## config.mk

```make
export PLATFORM = sky130hd
export DESIGN_NAME = program_loader_flat
export DESIGN_NICKNAME = d
export VERILOG_FILES = /design/src/rtl/program_loader_if.sv /design/src/rtl/program_loader.sv /design/src/flat_wrapper.sv
export SDC_FILE = /design/constraint.sdc
export NUM_CORES = 1
export LEC_CHECK = 0
export CAP_MARGIN = 25
export CORE_AREA = 3 3 62 87
export DETAILED_ROUTE_END_ITERATION = 6
export DIE_AREA = 0 0 65 90
export PLACE_DENSITY = 0.82
export SETUP_SLACK_MARGIN = 0.2
export SYNTH_ARGS = -nofsm -noshare
export SYNTH_HDL_FRONTEND = slang
export SYNTH_SLANG_ARGS = --single-unit
```

## constraint.sdc

```tcl
create_clock -name clk -period 2.1 [get_ports clk]
set_input_delay 0.63 -clock clk [delete_from_list [all_inputs] [get_ports clk]]
set_output_delay 0.63 -clock clk [all_outputs]
set_load 0.05 [all_outputs]
```

## src/rtl/program_loader_if.sv

```systemverilog
// Instruction-field stream from a producer into the program loader.
// master drives the fields, slave (the loader) returns in_ready.
interface program_loader_if #(
  parameter int NumOpCodeBits = 5,
  parameter int SEL_WIDTH     = 2,
  parameter int DataWidth     = 8
);
  logic                     in_valid;
  logic                     in_ready;
  logic [NumOpCodeBits-1:0] in_opcode;
  logic [SEL_WIDTH-1:0]     in_op1;
  logic [SEL_WIDTH-1:0]     in_op2;
  logic [DataWidth-1:0]     in_literal;
  logic                     in_last;

  modport master (
    output in_valid, in_opcode, in_op1,
    output in_op2, in_literal, in_last,
    input  in_ready
  );

  modport slave (
    input  in_valid, in_opcode, in_op1,
    input  in_op2, in_literal, in_last,
    output in_ready
  );
endinterface

```

## src/rtl/program_loader.sv

```systemverilog
// Encodes symbolic instruction fields into 16-bit program words and
// writes them to program memory from address 0, holding the CPU meanwhile.
module program_loader #(
  parameter int PC_WIDTH          = 8,
  parameter int PROGRAM_DataWidth = 16,
  parameter int NumOpCodeBits     = 5,
  parameter int SEL_WIDTH         = 2,
  parameter int DataWidth         = 8
) (
  input  logic                         clk,
  input  logic                         reset,
  input  logic                         start,
  program_loader_if.slave              s,
  output logic                         mem_wr_en,
  output logic [PC_WIDTH-1:0]          mem_addr,
  output logic [PROGRAM_DataWidth-1:0] mem_wr_data,
  output logic [PC_WIDTH:0]            word_count,
  output logic                         busy,
  output logic                         done,
  output logic                         error,
  output logic [1:0]                   err_code,
  output logic                         cpu_hold
);

  typedef enum logic [1:0] {
    IDLE, LOAD, DONE, ERROR
  } state_t;

  typedef logic [NumOpCodeBits-1:0] op_t;

  localparam op_t OP_ADD  = op_t'(1);
  localparam op_t OP_REGL = op_t'(6);
  localparam op_t OP_SHL  = op_t'(7);
  localparam op_t OP_VAL  = op_t'(9);
  localparam op_t OP_GOTO = op_t'(16);
  localparam op_t OP_IFGT = op_t'(21);
  localparam op_t OP_NOP  = op_t'(0);

  localparam logic [PC_WIDTH-1:0] ADDR_MAX = '1;

  state_t state, state_n;
  logic [PC_WIDTH-1:0] addr;
  logic hs, is_reg, is_lit, is_br, is_nop, rsvd;
  logic wr_n, clr;
  logic [1:0] err_n;
  logic [PROGRAM_DataWidth-1:0] enc;

  assign hs = s.in_valid & s.in_ready;

  assign is_reg = s.in_opcode >= OP_ADD && s.in_opcode <= OP_REGL;
  assign is_lit = s.in_opcode >= OP_SHL && s.in_opcode <= OP_VAL;
  assign is_br  = s.in_opcode >= OP_GOTO && s.in_opcode <= OP_IFGT;
  assign is_nop = s.in_opcode == OP_NOP;
  assign rsvd   = !(is_reg || is_lit || is_br || is_nop);

  always_comb begin
    enc = '0;
    unique case (1'b1)
      is_reg: begin
        enc[PROGRAM_DataWidth-1 -: NumOpCodeBits] = s.in_opcode;
        enc[8 +: SEL_WIDTH] = s.in_op1;
        enc[3 +: SEL_WIDTH] = s.in_op2;
      end
      is_lit: begin
        enc[PROGRAM_DataWidth-1 -: NumOpCodeBits] = s.in_opcode;
        enc[8 +: SEL_WIDTH] = s.in_op1;
        enc[0 +: DataWidth] = s.in_literal;
      end
      is_br: begin
        enc[PROGRAM_DataWidth-1 -: NumOpCodeBits] = s.in_opcode;
        enc[0 +: DataWidth] = s.in_literal;
      end
      default: enc = '0;
    endcase
  end

  always_comb begin
    state_n = state;
    unique case (state)
      IDLE, DONE, ERROR: begin
        if (start) state_n = LOAD;
      end
      LOAD: begin
        if (hs) begin
          if (rsvd)                 state_n = ERROR;
          else if (s.in_last)       state_n = DONE;
          else if (addr == ADDR_MAX) state_n = ERROR;
        end
      end
      default: state_n = IDLE;
    endcase
  end

  always_comb begin
    clr   = start && state != LOAD;
    wr_n  = state == LOAD && hs && !rsvd;
    err_n = err_code;
    if (clr) begin
      err_n = 2'b00;
    end else if (state == LOAD && hs) begin
      if (rsvd)
        err_n = 2'b01;
      else if (!s.in_last && addr == ADDR_MAX)
        err_n = 2'b10;
    end
  end

  // Status is registered from the next state so it tracks state exactly.
  always_ff @(posedge clk) begin
    if (reset) begin
      state       <= IDLE;
      addr        <= '0;
      s.in_ready  <= 1'b0;
      mem_wr_en   <= 1'b0;
      mem_addr    <= '0;
      mem_wr_data <= '0;
      word_count  <= '0;
      busy        <= 1'b0;
      done        <= 1'b0;
      error       <= 1'b0;
      err_code    <= 2'b00;
      cpu_hold    <= 1'b1;
    end else begin
      state      <= state_n;
      s.in_ready <= state_n == LOAD;
      busy       <= state_n == LOAD;
      done       <= state_n == DONE;
      error      <= state_n == ERROR;
      cpu_hold   <= state_n != DONE;
      err_code   <= err_n;
      mem_wr_en  <= wr_n;
      if (wr_n) begin
        mem_addr    <= addr;
        mem_wr_data <= enc;
        word_count  <= word_count + 1'b1;
        if (addr != ADDR_MAX) addr <= addr + 1'b1;
      end
      if (clr) begin
        addr       <= '0;
        word_count <= '0;
      end
    end
  end

endmodule

```

## src/flat_wrapper.sv

```systemverilog
// flat-port wrapper written by rule: the top's interface ports become plain ports
module program_loader_flat 
#(
  parameter int PC_WIDTH          = 8,
  parameter int PROGRAM_DataWidth = 16,
  parameter int NumOpCodeBits     = 5,
  parameter int SEL_WIDTH         = 2,
  parameter int DataWidth         = 8
)
  (clk, reset, start, mem_wr_en, mem_addr, mem_wr_data, word_count, busy, done, error, err_code, cpu_hold, s_in_valid, s_in_opcode, s_in_op1, s_in_op2, s_in_literal, s_in_last, s_in_ready);
  program_loader_if #(.NumOpCodeBits(NumOpCodeBits), .SEL_WIDTH(SEL_WIDTH), .DataWidth(DataWidth)) s_i ();
  input  logic clk;
  input  logic reset;
  input  logic start;
  output logic mem_wr_en;
  output logic [PC_WIDTH-1:0] mem_addr;
  output logic [PROGRAM_DataWidth-1:0] mem_wr_data;
  output logic [PC_WIDTH:0] word_count;
  output logic busy;
  output logic done;
  output logic error;
  output logic [1:0] err_code;
  output logic cpu_hold;
  input wire logic [$bits(s_i.in_valid)-1:0] s_in_valid;
  input wire logic [$bits(s_i.in_opcode)-1:0] s_in_opcode;
  input wire logic [$bits(s_i.in_op1)-1:0] s_in_op1;
  input wire logic [$bits(s_i.in_op2)-1:0] s_in_op2;
  input wire logic [$bits(s_i.in_literal)-1:0] s_in_literal;
  input wire logic [$bits(s_i.in_last)-1:0] s_in_last;
  output wire logic [$bits(s_i.in_ready)-1:0] s_in_ready;
  assign s_i.in_valid = s_in_valid;
  assign s_i.in_opcode = s_in_opcode;
  assign s_i.in_op1 = s_in_op1;
  assign s_i.in_op2 = s_in_op2;
  assign s_i.in_literal = s_in_literal;
  assign s_i.in_last = s_in_last;
  assign s_in_ready = s_i.in_ready;
  program_loader #(.PC_WIDTH(PC_WIDTH), .PROGRAM_DataWidth(PROGRAM_DataWidth), .NumOpCodeBits(NumOpCodeBits), .SEL_WIDTH(SEL_WIDTH), .DataWidth(DataWidth)) u_core (.clk(clk), .reset(reset), .start(start), .s(s_i), .mem_wr_en(mem_wr_en), .mem_addr(mem_addr), .mem_wr_data(mem_wr_data), .word_count(word_count), .busy(busy), .done(done), .error(error), .err_code(err_code), .cpu_hold(cpu_hold));
endmodule
```

* Word-level counts from Yosys, hierarchy flattened
Index checks and enable logic that the tools add are counted.
** Storage, ports and cells
- Register bits after elaboration :: 49
- Latch bits :: 0
- Logic and storage cells :: 64
- Memory bits (writable) :: 0
- Memories :: 0
- Output and inout port bits :: 41
- Input port bits :: 22
- Memory bits (read-only) :: 0
** Cells by class
- Shift operators :: 0
- Magnitude comparators :: 6
- Mux-type cells :: 13
- Eq/ne operators :: 11
- Reduce and logical (&&, ||, !) cells :: 20
- Bitwise logic cells :: 1
- Div/mod/pow operators :: 0
- Add/sub/neg operators :: 2
- Multiply operators :: 0
** Operators with widths (number)
- 2-bit 2-to-1 mux :: 8
- 9-bit by 1-bit adder with 9-bit output, second input constant :: 1
- 8-bit by 1-bit adder with 8-bit output, second input constant :: 1
- 2-bit equality test, second input constant :: 4
- 8-bit equality test, second input constant :: 1
- 8-bit inequality test, second input constant :: 1
- 2-bit one-hot mux with 2 select lines :: 2
- 1-bit logical AND :: 7
- 3-bit 2-to-1 mux :: 2
- 2-bit OR reduction :: 3
- 3-bit OR reduction :: 2
- 5-bit by 1-bit greater-or-equal comparator with 1-bit output, second input constant :: 1
- 5-bit by 3-bit greater-or-equal comparator with 1-bit output, second input constant :: 1
- 5-bit greater-or-equal comparator, second input constant :: 1
- 5-bit by 3-bit less-or-equal comparator with 1-bit output, second input constant :: 1
- 5-bit by 4-bit less-or-equal comparator with 1-bit output, second input constant :: 1
- 5-bit less-or-equal comparator, second input constant :: 1
- 5-bit zero test :: 1
- 5-bit 2-to-1 mux :: 1
- 2-bit by 1-bit equality test with 1-bit output, second input constant :: 2
- 2-bit inequality test, second input constant :: 2
- 2-bit AND reduction :: 2
- 1-bit logical OR :: 3
- 2-bit zero test :: 1
- 3 further kinds :: 3

* Longest topological paths before layout
Gate-level depths: netlist of run 1.
- Word-level depth :: 9
- Gate-level depth with buffers :: 7
- Mapped depth without buffers :: 5

* Least setup slack after synthesis of run 1
Ideal clock, no wire load.
- Path type :: input -> register
- From :: input port s_in_opcode[2]
- To :: register u_core.mem_wr_data[13]
- Setup slack :: 271 ps
- Arrival :: 1712 ps
- Stages on the path :: 6
- Data required time :: 1983 ps
- Buffers on the path :: 2
- Library setup time :: 117 ps
- Cells stage by stage :: buf_2 > a21o_1 > a211oi_2 > buf_4 > nor2_2 > a22o_1
** Between the ends
- Cells in the longest elaborated chain, start to end :: 6
- Elaborated cells on any way between the ends :: 16
- Classes of those cells :: order compare: 6; mux: 1; reduce/logical: 9
** Ends and longest elaborated chain
- start, declared :: line flat_wrapper.sv:25 : input wire logic [$bits(s_i.in_opcode)-1:0] s_in_opcode;
- 5-bit by 1-bit greater-or-equal comparator with 1-bit output (tied with other cells) :: line program_loader.sv:50 : assign is_reg = s.in_opcode >= OP_ADD && s.in_opcode <= OP_REGL;
- 1-bit logical AND, on equally long branches :: line program_loader.sv:50, program_loader.sv:51
- 1-bit logical OR (3 in series) :: line program_loader.sv:54 : assign rsvd = !(is_reg || is_lit || is_br || is_nop);
- 1-bit logical AND :: line program_loader.sv:96 : wr_n = state == LOAD && hs && !rsvd;
- end signal, assigned :: line program_loader.sv:134 : mem_wr_data <= enc;
- end, declared :: line program_loader.sv:16 : output logic [PROGRAM_DataWidth-1:0] mem_wr_data,
Several ways; a longest one is shown, not always the timed one.
A chain may end at the register's enable or synchronous reset.

* Worst setup path after layout of run 1
- From :: input port s_in_valid
- To :: register u_core.word_count[5]
** Between the ends
- Cells in the longest elaborated chain, start to end :: 3
** Ends and longest elaborated chain
- start, declared :: line flat_wrapper.sv:24 : input wire logic [$bits(s_i.in_valid)-1:0] s_in_valid;
- 1-bit bitwise AND :: line program_loader.sv:48 : assign hs = s.in_valid & s.in_ready;
- 1-bit logical AND (2 in series) :: line program_loader.sv:96
- end signal, assigned :: line program_loader.sv:135 : word_count <= word_count + 1'b1;
- end, declared :: line program_loader.sv:17 : output logic [PC_WIDTH:0] word_count,
No other way between the ends.

==> results.cfg, run 1 <==
[clock_network]
worstSkewPairLatency_ns = 0.30
clkSinkCount = 49
hold_buffers = 0
cts_root_buffer = clkbuf_8
clockBufferDepth = 2
htree_levels = 2
numCtsBuffers = 5
cts_tree = built
path_clk_slew_ns = 0.08

[synthesis]
netlist_instances = 233
synth_fp_nets = 257
yosysMostFrequentCell = dfxtp_1
async_reset_ff_share_pct = 0
synth_ff_type = dfxtp_1
synth_edf_count = 0
syn_area_sq_mm = 0.00212
synth_top_cells_by_count = dfxtp_1, nand2_1, a21oi_1, nor2_1, o21ai_0
synth-seq-cells = 49
synth_area_leaders = dfxtp_1, a21oi_1, nand2_1
yosysSeqAreaShare_pct = 46.4
yosysTopAreaCell = dfxtp_1
synth_top_area_share_pct = 46.4
syn_area_per_cell_sq_um = 9.08
synth_cell_types = 50
synth_warnings = 0

[power]
vdd_drop_max_mv = 0.471
p_leak_uw = 0.00123
power.density_mw_per_mm2 = 609

[sta]
rsz0062_at_grt = false
holdWs_ns = 0.458
max_clock_freq_mhz = 556
setup_tns_ns = 0
period_needed_ns = 1.80
fin_ws_ns = 0.301
setup_viol = 0
timing.final.crit_share_pct = 85.7
finClkSkew_ns = 0.00539
finalHoldViolCount = 0
finalMaxSlewViolations = 0

[setup_path]
critical_path.top_delay_family = simple AND/OR/NAND/NOR gates
critPathBufInv = 2
cp_cell_sequence = dlygate4sd2_1 > and4b_2 > o211ai_2 > buf_4 > or4_1 > a21oi_1
cp.arrival_ns = 2.03
crit_slowest_cell = or4_1
max_stage_delay_ns = 0.50
end_kind = flip-flop
startpoint_type = primary input
path_class = in2reg
worstPathRequired_ns = 2.34
crit_fanout = 5
r2r_setup_slack_ns = 0.32

[grt]
grt_pass1_wl_mm = 9.07
antenna_found_initial = 0
grt_overflow = 0
grt_pass1_vias = 1995
grt_max_degree = 17
grt_util_all_layers_pct = 19.1

[placed_design]
postPlaceCellArea_sq_mm = 0.00286
hpwlAfterDp_mm = 4.01
pre_cts_slack_ns = -0.309
gp_congestion = 0.847
io_buffers = 61

[run_status]
status = finished clean

[min_path]
hold_path_class = reg2reg

[routing]
drt-initial-drc-count = 102
wl_per_cell_um = 14.1
wl_mm = 5.41
vias = 2072
viasPerCell = 5.40
ant_nets = 0
dr.pass1.iters = 4
drcViolationCount = 0

[floorplan]
start_util_pct = 45.9
num_rows = 29
io_pins = 63
die_y_um = 90
die_w_um = 65
die_area_sq_mm = 0.00585
core-area_sq_mm = 0.00461

[run]
drv_cap = 0

[layout]
stdcell_area_sq_mm = 0.00301
finalNetCount = 345
antennaDiodeCount = 0
drive_above_1_share_pct = 30.4
syn_to_final_growth_pct = 42.0
[path summary, 6_finish.rpt]
kind / start / endpoint / cells after the start
worst max-delay path: s_in_valid / u_core.word_count[5] / 6
worst min-delay path: u_core.mem_addr[6] / u_core.mem_addr[6] / 2
worst max register to register: u_core.addr[0] / u_core.addr[5] / 5
worst min register to register: u_core.mem_addr[6] / u_core.mem_addr[6] / 2
[worst register-to-register path: stages, from the launching register on]
cell	delay (ns)
dfxtp_1	0.37
ha_1	0.26
and3_1	0.22
a211o_1	0.31
or4_1	0.39
a21oi_1	0.16
[layout by cell type (no fill, tap or decap), types with 6 or more instances in the layout]
cell type and instances:
dfxtp_1 49, a21oi_1 27, nor2_1 10, buf_4 69, clkbuf_8 6, clkdlybuf4s50_1 16, nand3_1 9, a22o_1 9
nor3_1 6, nand2_1 33, o21ai_0 10
[cells by family (layout without fill, tap and decap cells)]
logic type | count (synthesis) | count (layout) | share of synthesized area, %
AO/OA/AOI/OAI | 75 | 75 | 25.1
XOR/XNOR | 2 | 2 | 0.828
adder cells (fa/ha/maj) | 2 | 2 | 1.18
buffers and inverters | 17 | 106 | 4.79
flip-flops | 49 | 49 | 46.4
multiplexers | 1 | 1 | 0.473
other | 1 | 1 | 0.177
AND/OR/NAND/NOR | 86 | 86 | 21.1
[area by class of cell]
type,count,area (sq um)
multi-input cells,167,1060
flip-flops and latches,49,981
clock buffers,7,86.3
clock inverters,1,30.0
well taps,62,77.6
fillers,372,1600
repair buffers,94,754
inverters,4,15.0
[stage by stage]
step | total power (uW) | utilization [%] | std cells
after global placement | 1160 | 62.0 | 374
after global routing | 1890 | 65.2 | 384
after floorplan | 1060 | - | 233
after CTS | 1840 | 64.9 | 383
final | 1830 | 65.2 | 384
after detailed placement | 1160 | 62.0 | 374
[sequential cells by signal, indices dropped and copies added (netlist names), 2 cells and up]
| name | count |
|---|---|
| u_core.addr | 8 |
| u_core.err_code | 2 |
| u_core.mem_addr | 8 |
| u_core.mem_wr_data | 15 |
| u_core.state | 2 |
| u_core.word_count | 9 |
[power breakdown]
part           switching [uW]  total, uW  leakage (uW)  internal, uW
clock network             299        688     0.0000585           388
registers                6.20        942      0.000395           935
logic                     110        200      0.000773          89.4
total                     416       1830       0.00123          1410
[timing repair]
item,4_1_cts,5_1_grt
buffers inserted,1,1
gates cloned,0,0
setup endpoints to repair,45,26
gates resized for setup,12,10
pin swaps,2,2
[layer usage]
| metal | share of wire (%) | global-route usage (%) |
|---|---|---|
| met1 | 42 | 23.1 |
| met2 | 51 | 32.5 |
| met3 | 4.4 | 3.87 |
| met4 | 2.1 | 7.05 |
| met5 | 0 | 0 |
No activity file was read; power rests on OpenSTA's default activity.
==> inputs of run 2 (changes only) <==
CTS_BUF_LIST = sky130_fd_sc_hd__clkbuf_16   (was default)
==> results.cfg, run 2 (synthesis gave the netlist of run 1 again) <==
[run_status]
status = finished clean

[floorplan]
core-area_sq_mm = 0.00461
die_w_um = 65
io_pins = 63
start_util_pct = 45.9
die_y_um = 90
num_rows = 29
die_area_sq_mm = 0.00585

[layout]
fin_cells = 389
layout_commonest_cell = buf_4
largestRegisters = u_core.mem_wr_data (15), u_core.word_count (9)
nFillCells = 353
drive_above_1_share_pct = 33.0
largest_reg_flops = 15
fin_util_pct = 67.9
syn_to_final_growth_pct = 47.9
mostFrequentLayoutCells = buf_4, dfxtp_1, nand2_1, a21oi_1, clkdlybuf4s50_1
finalNetCount = 350
top_register = u_core.mem_wr_data
antennaDiodeCount = 0

[grt]
grt_pass1_wl_mm = 9.12
grt_max_degree = 17
grt_pass1_vias = 1984
grt_overflow = 0
grt_util_all_layers_pct = 19.2
antenna_found_initial = 0

[clock_network]
clockBufferDepth = 2
htree_levels = 2
cts_root_buffer = clkbuf_16
path_clk_slew_ns = 0.06
worstSkewPairLatency_ns = 0.28
numCtsBuffers = 5
clkSinkCount = 49
cts_tree = built

[sta]
fin_ws_ns = 0.278
finalHoldViolCount = 0
holdWs_ns = 0.455
rsz0062_at_grt = true
finalMaxSlewViolations = 0
finClkSkew_ns = 0.00303
setup_viol = 0
max_clock_freq_mhz = 549
timing.final.crit_share_pct = 86.7
period_needed_ns = 1.82

[setup_path]
r2r_setup_slack_ns = 0.29
path_class = in2reg
crit_start = s_in_valid
r2r-end = u_core.addr[5]
r2r_cells = 5
startpoint_type = primary input
r2r_start = u_core.addr[0]
critPathBufInv = 2
crit_slowest_cell = or4_1
max_stage_delay_ns = 0.47
end_kind = flip-flop
critical_path.top_delay_family = simple AND/OR/NAND/NOR gates
cp-endpoint = u_core.addr[4]
cp.arrival_ns = 2.04
cp.depth = 6
crit_fanout = 7
cp_cell_sequence = dlygate4sd2_1 > and4b_2 > o211ai_2 > buf_6 > or4_1 > a21oi_1
worstPathRequired_ns = 2.31

[run]
drv_cap = 0

[placed_design]
dp_cells = 374
io_buffers = 61
gp_congestion = 0.847
hpwlAfterDp_mm = 4.01
pre_cts_slack_ns = -0.309

[routing]
vias = 2128
dr.pass1.iters = 5
ant_nets = 0
viasPerCell = 5.47
drt-initial-drc-count = 120
wl_mm = 5.76
wl_per_cell_um = 14.8
drcViolationCount = 0

[power]
vdd_drop_max_mv = 0.551
p_leak_uw = 0.00128
power.density_mw_per_mm2 = 649

[min_path]
hold_path_class = reg2reg
## run 2: worst min-delay path, delay by kind of cell (launching register included)
family | cells | cell delay, ns
AO/OA/AOI/OAI | 1 | 0.05
flip-flops | 1 | 0.31
AND/OR/NAND/NOR | 1 | 0.05
## run 2: per-stage QoR
| stage | total power [uW] | TNS (ns) | instance area, sq um |
|---|---|---|---|
| after floorplan | 1060 | 0 | 2120 |
| after global placement | 1160 | -7.73 | 2860 |
| after detailed placement | 1160 | -9.22 | 2860 |
| after CTS | 2030 | 0 | 3040 |
| after global routing | 2090 | 0 | 3130 |
| final | 2030 | 0 | 3130 |
## run 2: how the worst min path moves through the flow
stage,start,end,slack (ns),cells after the start
floorplan,u_core.addr[6],u_core.mem_addr[6],0.45,2
global placement,u_core.mem_addr[6],u_core.mem_addr[6],0.45,2
detailed placement,u_core.mem_addr[3],u_core.mem_addr[3],0.45,2
CTS,u_core.mem_addr[6],u_core.mem_addr[6],0.46,2
global route,u_core.mem_addr[6],u_core.mem_addr[6],0.49,2
finish,u_core.mem_addr[6],u_core.mem_addr[6],0.46,2
## run 2: layer usage
layer | routed length, um | global-route usage, % | vias up | part of all wire (%)
met1 | 2380 | 23.2 | 1004 | 41
met3 | 311 | 3.62 | 10 | 5.4
met2 | 2970 | 33.8 | 76 | 52
met4 | 101 | 5.64 | 0 | 1.8
li1 | - | - | 1038 | -
met5 | 0 | 0 | - | 0
## run 2: timing repair
action	4_1_cts	5_1_grt
endpoints found under the setup margin	46	29
resized for setup	11	20
pin swaps	5	3
setup buffers	2	5
hold buffers	0	0
## run 2: report_power, final
group | leakage (uW) | switching (uW) | internal, uW
registers | 0.000395 | 6.70 | 937
logic | 0.000798 | 117 | 94.5
clock network | 0.0000826 | 324 | 553
## run 2: final cells by class
type	count	area, sq um	area share (%)
Multi-Input combinational cell	167	1100	35.2
Sequential cell	49	981	31.3
Timing Repair Buffer	99	792	25.3
Clock buffer	5	125	4.00
Tap cell	62	77.6	2.48
Clock inverter	3	37.5	1.20
Inverter	4	15.0	0.480
